===== src/rtl/evr_time_of_day_transmitter.sv =====
// Time-of-day event source for the EVR: emits a latch event on each PPS, then
// shifts the incremented seconds value MSB-first as zero/one bit events.
module evr_time_of_day_transmitter #(
  parameter logic [7:0]  EVT_ZERO  = 8'h70,
  parameter logic [7:0]  EVT_ONE   = 8'h71,
  parameter logic [7:0]  EVT_LATCH = 8'h7D,
  parameter int unsigned GAP       = 4
) (
  input  logic        Clock,
  input  logic        Reset_n,
  input  logic        Enable,
  input  logic        Pps,
  input  logic [31:0] SecondsIn,
  input  logic        SecondsLoad,
  output logic [7:0]  EventCode,
  output logic        EventValid,
  input  logic        EventReady,
  output logic        Busy,
  output logic        Overrun,
  output logic [31:0] SecondsOut
);

  typedef enum logic [1:0] {
    ST_IDLE  = 2'd0,
    ST_LATCH = 2'd1,
    ST_GAP   = 2'd2,
    ST_SHIFT = 2'd3
  } state_t;

  localparam bit         GAP_EN   = (GAP != 32'd0);
  localparam logic [3:0] GAP_LAST = GAP_EN ? 4'(GAP - 32'd1) : 4'd0;

  state_t      state_q, state_d;
  state_t      ret_q, ret_d;
  logic [4:0]  idx_q, idx_d;
  logic [3:0]  gap_q, gap_d;
  logic [31:0] secs_q, secs_d;
  logic [7:0]  code_q, code_d;
  logic        valid_q, valid_d;
  logic        busy_q, busy_d;
  logic        overrun_q, overrun_d;
  logic        accept_s;
  state_t      target_s;

  // Next-state, seconds arithmetic and registered-output computation
  always_comb begin
    state_d   = state_q;
    ret_d     = ret_q;
    idx_d     = idx_q;
    gap_d     = gap_q;
    overrun_d = 1'b0;
    target_s  = ST_IDLE;
    accept_s  = valid_q & EventReady;

    if (SecondsLoad) begin
      secs_d = SecondsIn;
    end else if (Enable && state_q == ST_LATCH && accept_s) begin
      secs_d = secs_q + 32'd1;
    end else begin
      secs_d = secs_q;
    end

    if (!Enable) begin
      state_d = ST_IDLE;
      ret_d   = ST_IDLE;
      idx_d   = 5'd31;
      gap_d   = 4'd0;
    end else begin
      case (state_q)
        ST_IDLE: begin
          if (Pps) begin
            state_d = ST_LATCH;
            idx_d   = 5'd31;
          end else begin
            state_d = ST_IDLE;
          end
        end
        ST_LATCH: begin
          // Pps is deliberately ignored here: the boundary is already being marked
          if (accept_s) begin
            idx_d    = 5'd31;
            target_s = ST_SHIFT;
            if (GAP_EN) begin
              state_d = ST_GAP;
              ret_d   = target_s;
              gap_d   = GAP_LAST;
            end else begin
              state_d = target_s;
            end
          end else begin
            state_d = ST_LATCH;
          end
        end
        ST_GAP: begin
          if (Pps) begin
            overrun_d = (ret_q == ST_SHIFT);
            state_d   = ST_LATCH;
            idx_d     = 5'd31;
          end else begin
            if (SecondsLoad && ret_q == ST_SHIFT) begin
              idx_d = 5'd31;
            end else begin
              idx_d = idx_q;
            end
            if (gap_q == 4'd0) begin
              state_d = ret_q;
            end else begin
              gap_d = gap_q - 4'd1;
            end
          end
        end
        ST_SHIFT: begin
          if (Pps) begin
            overrun_d = 1'b1;
            state_d   = ST_LATCH;
            idx_d     = 5'd31;
          end else if (SecondsLoad) begin
            idx_d = 5'd31;
          end else if (accept_s) begin
            if (idx_q == 5'd0) begin
              target_s = ST_IDLE;
            end else begin
              target_s = ST_SHIFT;
              idx_d    = idx_q - 5'd1;
            end
            if (GAP_EN) begin
              state_d = ST_GAP;
              ret_d   = target_s;
              gap_d   = GAP_LAST;
            end else begin
              state_d = target_s;
            end
          end else begin
            state_d = ST_SHIFT;
          end
        end
        default: begin
          state_d = ST_IDLE;
          ret_d   = ST_IDLE;
          idx_d   = 5'd31;
          gap_d   = 4'd0;
        end
      endcase
    end

    // Outputs are derived from the next state so they appear with the state change
    valid_d = (state_d == ST_LATCH) || (state_d == ST_SHIFT);
    busy_d  = valid_d || (state_d == ST_GAP && ret_d == ST_SHIFT);
    if (!valid_d) begin
      code_d = 8'h00;
    end else if (state_d == ST_LATCH) begin
      code_d = EVT_LATCH;
    end else begin
      code_d = secs_d[idx_d] ? EVT_ONE : EVT_ZERO;
    end
  end

  // State and output registers
  always_ff @(posedge Clock or negedge Reset_n) begin
    if (!Reset_n) begin
      state_q   <= ST_IDLE;
      ret_q     <= ST_IDLE;
      idx_q     <= 5'd31;
      gap_q     <= 4'd0;
      secs_q    <= 32'd0;
      code_q    <= 8'h00;
      valid_q   <= 1'b0;
      busy_q    <= 1'b0;
      overrun_q <= 1'b0;
    end else begin
      state_q   <= state_d;
      ret_q     <= ret_d;
      idx_q     <= idx_d;
      gap_q     <= gap_d;
      secs_q    <= secs_d;
      code_q    <= code_d;
      valid_q   <= valid_d;
      busy_q    <= busy_d;
      overrun_q <= overrun_d;
    end
  end

  assign EventCode  = code_q;
  assign EventValid = valid_q;
  assign Busy       = busy_q;
  assign Overrun    = overrun_q;
  assign SecondsOut = secs_q;

endmodule


===== config.mk =====
export PLATFORM = sky130hd
export DESIGN_NAME = evr_time_of_day_transmitter
export DESIGN_NICKNAME = d
export VERILOG_FILES = /design/src/rtl/evr_time_of_day_transmitter.sv
export SDC_FILE = /design/constraint.sdc
export NUM_CORES = 1
export LEC_CHECK = 0
export ABC_CLOCK_PERIOD_IN_PS = 3160
export BUFFER_PORTS_ARGS = -buffer_cell sky130_fd_sc_hd__buf_2
export CORE_MARGIN = 2
export CORE_UTILIZATION = 25
export CTS_BUF_LIST = sky130_fd_sc_hd__clkbuf_8
export DETAILED_ROUTE_END_ITERATION = 6
export PLACE_DENSITY = 0.4
export SYNTH_ARGS = -nofsm -noshare
export SYNTH_HDL_FRONTEND = slang
export SYNTH_SLANG_ARGS = --single-unit

===== constraint.sdc =====
create_clock -name Clock -period 3.16 [get_ports Clock]
set_input_delay 0.632 -clock Clock [delete_from_list [all_inputs] [get_ports Clock]]
set_output_delay 0.632 -clock Clock [all_outputs]
set_load 0.05 [all_outputs]

==> results.yml <==
layout:
  nets: 538
  drive_above_1_share_pct: 26.36
  area_growth_pct: 22.39
  final_util_pct: 31.03
  design_area_mm2: 0.004274
  multiInputGateArea_mm2: 0.002042
  seqCellArea_mm2: 0.001232
  final_cell_mix: "buf_2 (78), dfrtp_1 (44), nand2_1 (33), nor2_1 (33), buf_4 (26)"
  antenna_cells: 0
  fill_cells: 1539
  mostFrequentLayoutCell: "buf_2"
drt:
  via_count: 3513
  ant_nets: 0
  wl_per_cell_um: 18.31
  initialDrtViolationCount: 223
  route.detailed.drc: 0
  dr.pass1.iters: 4
  finalWirelength_mm: 12.40
  via_per_inst: 5.189
clock_network:
  cts_resized: 0
  clockRootBuffer: "clkbuf_8"
  post-cts-setup-buffers: 0
  clockBufferDepth: 2
  numCtsBuffers: 5
  cts.sinks: 49
  hold_buffers: 0
  cts_tree: "built"
  clk_pin_slew_worst_paths_ps: 100
  htree_levels: 2
  clock_latency_ps: 330
place:
  io_buffers: 78
  preCtsSetupSlack_ps: -27.09
  dpl_cell_area_mm2: 0.004177
  gp_congestion: 0.8475
  dp_hpwl_mm: 9.431
critical_path:
  crit_family: "simple AND/OR/NAND/NOR gates"
  crit_slowest_cell: "or4b_2"
  crit_chain: "inv_1, ha_1, or4b_2, buf_4, nand4_1, o311ai_2, inv_1, nor2_1, a211o_1, or4_1, a31oi_1"
  worstRegToRegCells: 11
  cp_max_fo: 5
  arrival_ps: 3220
  reg2reg_slack_ps: 200
  r2r-start: "idx_q[1]"
  r2r-end: "EventCode[0]"
  setup.worst_path.start_class: "flop"
  crit_path_end_kind: "flop"
  critPathKind: "reg -> reg"
  slowest_delay_ps: 620
  crit_buf_inv: 3
  cp.required_ps: 3420
  cpMostUsedCell: "inv_1"
sta:
  fin_crit_sh_pct: 93.64
  skew_ps: 12.69
  min_period_ps: 2959
  fin_ws_ps: 200.9
  rsz0062_at_grt: "false"
  tightest_slew_ps: 699.5
  fmax_mhz: 337.9
  finalHoldViolations: 0
  drv_slew: 0
  hold-worst-slack_ps: 338.7
  finalSetupViolCount: 0
  slew_headroom_pct: 53.37
floorplan:
  dieArea_mm2: 0.01493
  core-area_mm2: 0.01377
  start_util_pct: 25.35
  die_w_um: 122.2
  die_y_um: 122.2
  rows: 43
  io-pin-count: 81
global_routing:
  antenna_found_initial: 0
  grt_pass1_vias: 3494
  grt_max_degree: 44
  grt_pass1_wl_mm: 19.91
  overflow: 0
  track_usage_pct: 17.47
yosys:
  synth_edf_count: 0
  async_reset_ff_share_pct: 100.0
  yosysWarnings: 0
  syn_area_mm2: 0.003492
  ys_ff_latch: 49
  synth_flop_cell: "dfrtp_1"
  syn_avg_cell_area_um2: 8.455
  ys_types: 67
  syn_inst: 413
  synth.yosys.seq_area_share_pct: 35.29
hold_path:
  holdCritPathClass: "in -> async"
pwr:
  ir_drop_mv: 0.1462
  p_per_area_mw_per_mm2: 388.1
  leakagePower_nw: 1.825
job:
  drv_cap: 0
outcome:
  outcome: "finished clean"
worst register-to-register path, delay by kind of cell (launching register included):
kind,cells,cell delay [ps]
AOI/OAI and AO/OA,3,540
adders and majority gates,1,230
buffers and inverters,3,410
DFF,1,390
and+or+nand+nor,4,1310
report_power, final:
part / leakage, nW / switching [W] / internal (W)
clock network: 0.0538 / 0.000239 / 0.000173
registers: 0.583 / 0.0000669 / 0.000676
logic: 1.19 / 0.000360 / 0.000144
total: 1.83 / 0.000666 / 0.000993
worst max-delay path by stage:
stage                           from           end  slack [ps]  depth (start not counted)
after floorplan           state_q[0]  EventCode[0]         180                         10
after global routing        idx_q[1]  EventCode[0]           6                         11
after detailed placement  EventReady  EventCode[0]         -30                          9
final                       idx_q[1]  EventCode[0]         200                         11
after CTS                   idx_q[1]  EventCode[0]         130                         10
after global placement    EventReady  EventCode[0]         -20                          9
sequential cells by signal (all words and copies together) (netlist names):
name / cells
SecondsOut: 32
idx_q: 5
gap_q: 4
EventCode: 2
ret_q: 2
state_q: 2
Busy: 1
Overrun: 1
logic make-up after synthesis:
| family | synth area share, % |
|---|---|
| muxes | 1.756 |
| DFF | 35.29 |
| xor gates and xnor gates | 4.264 |
| buffers and inverters | 6.557 |
| other | 0.1074 |
| and+or+nand+nor | 26.44 |
| AOI/OAI and AO/OA | 24.15 |
| adders and majority gates | 1.433 |
synth_stat cells, drive strengths merged (6+ instances only):
cell type  instances  area share, %
a21oi             14            2.0
a31oi              7            1.4
and3               6            1.1
buf               15            2.7
clkbuf            15            1.6
dfrtp             44             32
inv               20            2.1
nand2             33            3.5
nand2b            10            1.8
nand3             17            2.4
nand4             15            2.7
nor2              33            3.5
nor3               7            1.0
nor4              11            2.0
o21ai             25            3.6
o31a              11            2.8
xnor2              8            2.0
xor2               9            2.3
through the flow:
stage	TNS (ps)	power, W	instances
after floorplan	0	0.001097	414
after detailed placement	-27.09	0.001259	669
after CTS	0	0.001683	677
after global placement	-19.82	0.001264	669
final	0	0.001659	677
after global routing	0	0.001753	677
per-layer routing:
metal / vias up / wire length [um] / global-route usage (%)
met1: 1721 / 5881 / 23.87
met3: 7 / 509 / 3.886
met4: 0 / 95 / 3.376
met5: - / 0 / 0
li1: 1711 / - / -
met2: 74 / 5913 / 28.46
area by class of cell:
type,count,area share (%)
Multi-Input combinational cell,314,47.78
Sequential cell,49,28.83
Tap cell,180,5.269
Clock buffer,6,1.932
Clock inverter,2,0.1756
Timing Repair Buffer,105,14.17
Inverter,21,1.844
Power figures use the tool's default switching activity.
